===== src/rtl/decode_pkg.sv =====
// decode_pkg: immediate-select codes and default widths shared by the decode stage (no ports)
package decode_pkg;
  localparam int DEF_DATA_W = 32;
  localparam int DEF_ADDR_W = 5;
  localparam int DEF_IMD_W = 16;
  localparam int DEF_JADDR_W = 26;
  typedef enum logic [1:0] {
    IMM_ZERO = 2'b00,
    IMM_SIGN = 2'b01,
    IMM_UPPER = 2'b10,
    IMM_ZERO_ALT = 2'b11
  } imm_sel_e;
endpackage


===== src/rtl/decode_stage_pipe_if.sv =====
// decode_stage_pipe_if: fetch-side handshake + fields, writeback port, ID/EX outputs; slave = stage view, master = driver view
interface decode_stage_pipe_if
  import decode_pkg::*;
#(
  parameter int DATA_W = DEF_DATA_W,
  parameter int ADDR_W = DEF_ADDR_W,
  parameter int IMD_W = DEF_IMD_W,
  parameter int JADDR_W = DEF_JADDR_W
);
  logic in_valid, in_ready, flush;
  logic [ADDR_W-1:0] DIR_A, DIR_B, DIR_DST, DIR_WRA;
  logic DST_WR, REG_WR;
  logic [IMD_W-1:0] IMD;
  logic [1:0] IMD_SEL;
  logic [JADDR_W-1:0] JADDR;
  logic [DATA_W-1:0] DI;
  logic out_valid, out_ready;
  logic [DATA_W-1:0] DOA, DOB, out_imm;
  logic [JADDR_W-1:0] out_addr;
  logic [ADDR_W-1:0] out_dst;
  logic out_dst_wr, hazard;
  modport slave (
    input in_valid, flush, DIR_A, DIR_B, DIR_DST, DST_WR, IMD, IMD_SEL, JADDR,
    input REG_WR, DIR_WRA, DI, out_ready,
    output in_ready, out_valid, DOA, DOB, out_imm, out_addr, out_dst, out_dst_wr, hazard
  );
  modport master (
    output in_valid, flush, DIR_A, DIR_B, DIR_DST, DST_WR, IMD, IMD_SEL, JADDR,
    output REG_WR, DIR_WRA, DI, out_ready,
    input in_ready, out_valid, DOA, DOB, out_imm, out_addr, out_dst, out_dst_wr, hazard
  );
endinterface


===== src/rtl/decode_regfile_2r1w.sv =====
// decode_regfile_2r1w: 2 async-read/1 write register array (clk, we_n active-low, wra/di write, ra/rb -> doa/dob); R0 reads 0 when ZERO_R0; DECODE_BYPASS_EN forwards di to matching reads
module decode_regfile_2r1w #(
  parameter int DATA_W = 32,
  parameter int ADDR_W = 5,
  parameter int ZERO_R0 = 1
) (
  input logic clk,
  input logic we_n,
  input logic [ADDR_W-1:0] wra,
  input logic [DATA_W-1:0] di,
  input logic [ADDR_W-1:0] ra,
  input logic [ADDR_W-1:0] rb,
  output logic [DATA_W-1:0] doa,
  output logic [DATA_W-1:0] dob
);
`ifdef DECODE_BYPASS_EN
  localparam bit BYP = 1'b1;
`else
  localparam bit BYP = 1'b0;
`endif
  logic [DATA_W-1:0] mem [2**ADDR_W];
  logic wr_ok;
  assign wr_ok = ~we_n & ~(ZERO_R0 != 0 && wra == '0);
  always_ff @(posedge clk)
    if (wr_ok) mem[wra] <= di;
  always_comb begin
    doa = (ZERO_R0 != 0 && ra == '0) ? '0 : (BYP && wr_ok && wra == ra) ? di : mem[ra];
    dob = (ZERO_R0 != 0 && rb == '0) ? '0 : (BYP && wr_ok && wra == rb) ? di : mem[rb];
  end
endmodule


===== src/rtl/decode_stage_pipe.sv =====
// decode_stage_pipe: regfile + immediate extender + pending-write scoreboard behind a valid/ready ID/EX register (reloj, async reset, bus = decode_stage_pipe_if.slave); DECODE_BYPASS_EN enables writeback forwarding
module decode_stage_pipe
  import decode_pkg::*;
#(
  parameter int DATA_W = DEF_DATA_W,
  parameter int ADDR_W = DEF_ADDR_W,
  parameter int IMD_W = DEF_IMD_W,
  parameter int JADDR_W = DEF_JADDR_W,
  parameter int ZERO_R0 = 1
) (
  input logic reloj,
  input logic reset,
  decode_stage_pipe_if.slave bus
);
  localparam int DEPTH = 2 ** ADDR_W;
  logic [DEPTH-1:0] pend, pend_vis, wb_bit, set_bit, kill_bit;
  logic [DATA_W-1:0] rd_a, rd_b, imm;
  logic accept;
  decode_regfile_2r1w #(
    .DATA_W(DATA_W),
    .ADDR_W(ADDR_W),
    .ZERO_R0(ZERO_R0)
  ) u_rf (
    .clk(reloj),
    .we_n(bus.REG_WR),
    .wra(bus.DIR_WRA),
    .di(bus.DI),
    .ra(bus.DIR_A),
    .rb(bus.DIR_B),
    .doa(rd_a),
    .dob(rd_b)
  );
  assign wb_bit = bus.REG_WR ? '0 : DEPTH'(1) << bus.DIR_WRA;
`ifdef DECODE_BYPASS_EN
  assign pend_vis = pend & ~wb_bit;
`else
  assign pend_vis = pend;
`endif
  assign bus.hazard = pend_vis[bus.DIR_A] | pend_vis[bus.DIR_B] | (bus.DST_WR & pend_vis[bus.DIR_DST]);
  assign bus.in_ready = ~bus.flush & ~bus.hazard & (~bus.out_valid | bus.out_ready);
  assign accept = bus.in_valid & bus.in_ready;
  assign set_bit = (accept & bus.DST_WR & ~(ZERO_R0 != 0 && bus.DIR_DST == '0)) ? DEPTH'(1) << bus.DIR_DST : '0;
  assign kill_bit = (bus.flush & bus.out_valid & bus.out_dst_wr) ? DEPTH'(1) << bus.out_dst : '0;
  always_comb
    imm = bus.IMD_SEL == IMM_SIGN ? DATA_W'($signed(bus.IMD)) :
          bus.IMD_SEL == IMM_UPPER ? DATA_W'(bus.IMD) << (DATA_W - IMD_W) : DATA_W'(bus.IMD);
  always_ff @(posedge reloj or posedge reset)
    if (reset) begin
      pend <= '0;
      bus.out_valid <= 1'b0;
      bus.DOA <= '0;
      bus.DOB <= '0;
      bus.out_imm <= '0;
      bus.out_addr <= '0;
      bus.out_dst <= '0;
      bus.out_dst_wr <= 1'b0;
    end else begin
      pend <= (pend & ~wb_bit & ~kill_bit) | set_bit;
      if (bus.flush) bus.out_valid <= 1'b0;
      else if (accept) begin
        bus.out_valid <= 1'b1;
        bus.DOA <= rd_a;
        bus.DOB <= rd_b;
        bus.out_imm <= imm;
        bus.out_addr <= bus.JADDR;
        bus.out_dst <= bus.DIR_DST;
        bus.out_dst_wr <= bus.DST_WR;
      end else if (bus.out_ready) bus.out_valid <= 1'b0;
    end
endmodule


===== src/flat_wrapper.sv =====
// flat-port wrapper written by rule: the top's interface ports become plain ports
module decode_stage_pipe_flat import decode_pkg::*;
#(
  parameter int DATA_W = DEF_DATA_W,
  parameter int ADDR_W = DEF_ADDR_W,
  parameter int IMD_W = DEF_IMD_W,
  parameter int JADDR_W = DEF_JADDR_W,
  parameter int ZERO_R0 = 1
)
  (reloj, reset, bus_in_valid, bus_flush, bus_DIR_A, bus_DIR_B, bus_DIR_DST, bus_DST_WR, bus_IMD, bus_IMD_SEL, bus_JADDR, bus_REG_WR, bus_DIR_WRA, bus_DI, bus_out_ready, bus_in_ready, bus_out_valid, bus_DOA, bus_DOB, bus_out_imm, bus_out_addr, bus_out_dst, bus_out_dst_wr, bus_hazard);
  decode_stage_pipe_if #(.DATA_W(DATA_W), .ADDR_W(ADDR_W), .IMD_W(IMD_W), .JADDR_W(JADDR_W)) bus_i ();
  input logic reloj;
  input logic reset;
  input wire logic [$bits(bus_i.in_valid)-1:0] bus_in_valid;
  input wire logic [$bits(bus_i.flush)-1:0] bus_flush;
  input wire logic [$bits(bus_i.DIR_A)-1:0] bus_DIR_A;
  input wire logic [$bits(bus_i.DIR_B)-1:0] bus_DIR_B;
  input wire logic [$bits(bus_i.DIR_DST)-1:0] bus_DIR_DST;
  input wire logic [$bits(bus_i.DST_WR)-1:0] bus_DST_WR;
  input wire logic [$bits(bus_i.IMD)-1:0] bus_IMD;
  input wire logic [$bits(bus_i.IMD_SEL)-1:0] bus_IMD_SEL;
  input wire logic [$bits(bus_i.JADDR)-1:0] bus_JADDR;
  input wire logic [$bits(bus_i.REG_WR)-1:0] bus_REG_WR;
  input wire logic [$bits(bus_i.DIR_WRA)-1:0] bus_DIR_WRA;
  input wire logic [$bits(bus_i.DI)-1:0] bus_DI;
  input wire logic [$bits(bus_i.out_ready)-1:0] bus_out_ready;
  output wire logic [$bits(bus_i.in_ready)-1:0] bus_in_ready;
  output wire logic [$bits(bus_i.out_valid)-1:0] bus_out_valid;
  output wire logic [$bits(bus_i.DOA)-1:0] bus_DOA;
  output wire logic [$bits(bus_i.DOB)-1:0] bus_DOB;
  output wire logic [$bits(bus_i.out_imm)-1:0] bus_out_imm;
  output wire logic [$bits(bus_i.out_addr)-1:0] bus_out_addr;
  output wire logic [$bits(bus_i.out_dst)-1:0] bus_out_dst;
  output wire logic [$bits(bus_i.out_dst_wr)-1:0] bus_out_dst_wr;
  output wire logic [$bits(bus_i.hazard)-1:0] bus_hazard;
  assign bus_i.in_valid = bus_in_valid;
  assign bus_i.flush = bus_flush;
  assign bus_i.DIR_A = bus_DIR_A;
  assign bus_i.DIR_B = bus_DIR_B;
  assign bus_i.DIR_DST = bus_DIR_DST;
  assign bus_i.DST_WR = bus_DST_WR;
  assign bus_i.IMD = bus_IMD;
  assign bus_i.IMD_SEL = bus_IMD_SEL;
  assign bus_i.JADDR = bus_JADDR;
  assign bus_i.REG_WR = bus_REG_WR;
  assign bus_i.DIR_WRA = bus_DIR_WRA;
  assign bus_i.DI = bus_DI;
  assign bus_i.out_ready = bus_out_ready;
  assign bus_in_ready = bus_i.in_ready;
  assign bus_out_valid = bus_i.out_valid;
  assign bus_DOA = bus_i.DOA;
  assign bus_DOB = bus_i.DOB;
  assign bus_out_imm = bus_i.out_imm;
  assign bus_out_addr = bus_i.out_addr;
  assign bus_out_dst = bus_i.out_dst;
  assign bus_out_dst_wr = bus_i.out_dst_wr;
  assign bus_hazard = bus_i.hazard;
  decode_stage_pipe #(.DATA_W(DATA_W), .ADDR_W(ADDR_W), .IMD_W(IMD_W), .JADDR_W(JADDR_W), .ZERO_R0(ZERO_R0)) u_core (.reloj(reloj), .reset(reset), .bus(bus_i));
endmodule

===== config.mk =====
export PLATFORM = sky130hd
export DESIGN_NAME = decode_stage_pipe_flat
export DESIGN_NICKNAME = d
export VERILOG_FILES = /design/src/rtl/decode_pkg.sv /design/src/rtl/decode_stage_pipe_if.sv /design/src/rtl/decode_regfile_2r1w.sv /design/src/rtl/decode_stage_pipe.sv /design/src/flat_wrapper.sv
export SDC_FILE = /design/constraint.sdc
export NUM_CORES = 2
export LEC_CHECK = 0
export ABC_AREA = 1
export CAP_MARGIN = 20
export CORE_MARGIN = 3
export CORE_UTILIZATION = 50
export DETAILED_ROUTE_END_ITERATION = 6
export PLACE_DENSITY_LB_ADDON = 0.1
export SYNTH_ARGS = -nofsm -noshare
export SYNTH_HDL_FRONTEND = slang
export SYNTH_SLANG_ARGS = --single-unit

===== constraint.sdc =====
create_clock -name reloj -period 14.45 [get_ports reloj]
set_input_delay 4.335 -clock reloj [delete_from_list [all_inputs] [get_ports reloj]]
set_output_delay 4.335 -clock reloj [all_outputs]
set_load 0.05 [all_outputs]

==> reports/results.ini <==
[worst_hold_path]
min_path_type=register to register

[floorplanning]
dieArea_um2=118000
ios=234
rows=122
die_h_um=343
die_w_um=343
design.core.area_um2=112000
initial_utilization=0.509

[synth]
synth_ff_type=edfxtp_1
syn_area_per_cell_um2=9.71
yosys.area.top_type_share=0.542
synth_edf_count=1024
ys_ff_latch=1185
synth_top_cell_by_area=edfxtp_1
syn-cell-area_um2=56800
yosysMostFrequentCell=o21ai_0
ys_seq_area_frac=0.613
syn-instance-count=5848
async_flop_share=0.136
synthTopCellsByCount=o21ai_0, nor2_1, edfxtp_1, nand2_1, clkbuf_1
ys_top_cells_by_area=edfxtp_1, o21ai_0, nor2_1, dfrtp_1, nand2_1
yosysWarnings=0
synth_cell_type_count=30

[clock_tree]
cts_sinks=1185
numCtsBuffers=131
post_cts_resized=0
clk_pin_slew_ps=50
root_buffer=clkbuf_16
cts_setup_buffers=0
cts.path.max_buffers=3
clkLatencyLatePin_ps=750
postCtsHoldBufs=0
htreeDepth=4
cts_tree=yes

[detailed_routing]
num_vias=49033
routedWlPerCell_um=28.1
ant_nets=0
drc=0
drt-pass1-iter-count=6
drtIter0Drc=7606
drt-total-wl_mm=209
vias_per_cell=6.60

[pwr]
ir_drop_v=0.000108
power.density_nw_per_um2=140
power_leakage_uw=0.0223

[layout]
syn_to_final_growth_pct=13.5
nNetsFinal=5945
instances_no_fill=7429
finalInstanceArea_um2=64400
drive_above_1_share=0.0566

[placement]
place_hpwl_mm=107
gp_congestion=0.897
io_buffers=233
dpl_cell_area_um2=59900
placedCellCount=7185

[global_routing]
grt_pass1_wl_mm=301
grt_overflow=0
grt_max_degree=195
grt_pass1_vias=45992
grt_use_total=0.347
antenna_found_initial=14

[status]
status=complete, no violations

[critical_path]
critPathLaunchType=primary input
timing.rr.end=u_core.bus.DOB[4]
crit_arrival_ps=7400
crit_buf_inv=3
worstSetupEndpoint=bus_hazard
reg2reg_slack_ps=11160
worstSetupStartpoint=bus_DIR_B[0]
r2r_start=u_core.pend[0]
path_depth=13
critPathKind=primary input to primary output
slowest_delay_ps=810
ff2ff_path_depth=14
critPathSlowestCell=clkdlybuf4s50_1
cp.required_ps=10110
path_cells=buf_8, buf_4, nand2_1, nand3_1, nand3_1, nand2_1, nand2_1, nand2_1, nand2_1, nand2_1, nor2_4, nand2_1, clkdlybuf4s50_1
critPathMaxFanout=119
end_kind=primary output
cpMostUsedCell=nand2_1
critPathTopFamily=buffers and inverters

[timing]
period_share=0.812
setup_viol=0
fin_tns_setup_ps=0
rsz0062_at_grt=false
worst_pin_slew_ps=1170
max-slew-margin-rel=0.215
final_hold_viol_count=0
holdWs_ps=475
timing.fmax_mhz=85.2
min_period_ps=11740
drv_slew=0
skew_ps=20.4

[flow_run]
drv_cap=0

==> sequential cells by signal, summed over array words and instances (netlist names) <==
signal	cells
u_core.pend	32
u_core.bus.out_valid	1
u_core.bus.out_dst	5
u_core.bus.out_addr	26
u_core.bus.out_imm	32
u_core.bus.out_dst_wr	1
u_core.bus.DOB	32
u_core.bus.DOA	32
u_core.u_rf.mem	1024
==> through the flow <==
step	worst slack (ps)	power [uW]	util
CTS	2780	9000	0.575
global placement	2770	5690	0.537
detailed placement	2770	5700	0.537
floorplan	3790	5070	-
finish	2710	9000	0.577
global route	2530	9280	0.577
==> cell type report <==
| cell class | instances | area, um^2 |
|---|---|---|
| Antenna cell | 4 | 10.0 |
| Clock buffer | 176 | 3720 |
| Clock inverter | 52 | 499 |
| Fill cell | 9390 | 47200 |
| Inverter | 122 | 520 |
| Multi-Input combinational cell | 4070 | 19700 |
| Sequential cell | 1185 | 34800 |
| Tap cell | 1488 | 1860 |
| Timing Repair Buffer | 332 | 3300 |
==> cell families (layout without fill, tap and decap cells) <==
logic type             Yosys count  count (layout)  synth area share
and+or+nand+nor               2103            2103             0.147
AOI/OAI and AO/OA             1935            1935             0.194
DFF                           1185            1185             0.613
buffers and inverters          624             682            0.0463
other                            1              36         0.0000661
==> report_power, final <==
group / internal [uW] / switching [uW]
sequential: 3910 / 129
clock: 1960 / 1370
combinational: 466 / 1160
==> worst min path at each step <==
stage | from | endpoint | slack (ps) | cells after the start
6_report | u_core.bus.DOB[9] | u_core.bus.DOB[9] | 470 | 2
2_1_floorplan | u_core.pend[0] | u_core.pend[0] | 530 | 2
3_3_place_gp | u_core.bus.out_imm[31] | u_core.bus.out_imm[31] | 460 | 2
4_1_cts | u_core.bus.DOB[9] | u_core.bus.DOB[9] | 480 | 2
5_1_grt | u_core.bus.out_addr[11] | u_core.bus.out_addr[11] | 490 | 2
3_5_place_dp | u_core.bus.out_imm[29] | u_core.bus.out_imm[29] | 460 | 2
==> layout by cell type (no fill, tap or decap), types with 118 or more instances in the layout <==
cell type	synthesis	final
nand3_1	260	258
o221ai_1	246	246
clkdlybuf4s50_1	0	223
nand2_1	589	589
a21oi_1	118	118
clkbuf_16	0	144
o21ai_0	1222	1222
nor2_1	1207	1176
edfxtp_1	1024	1024
dfrtp_1	161	161
o22ai_1	226	226
==> worst min-delay path: stages (launching register included) <==
cell and delay [ps]:
dfrtp_1 330, nand2_1 50, nand2_1 60
==> routing by layer <==
layer / track usage / vias to the layer above / part of all wire
met5: 0 / - / 0.00026
met4: 0.195 / 8 / 0.057
met3: 0.0733 / 692 / 0.12
met2: 0.532 / 3504 / 0.45
met1: 0.461 / 23658 / 0.38
li1: - / 21171 / -
(Power assumes the default switching activity.)
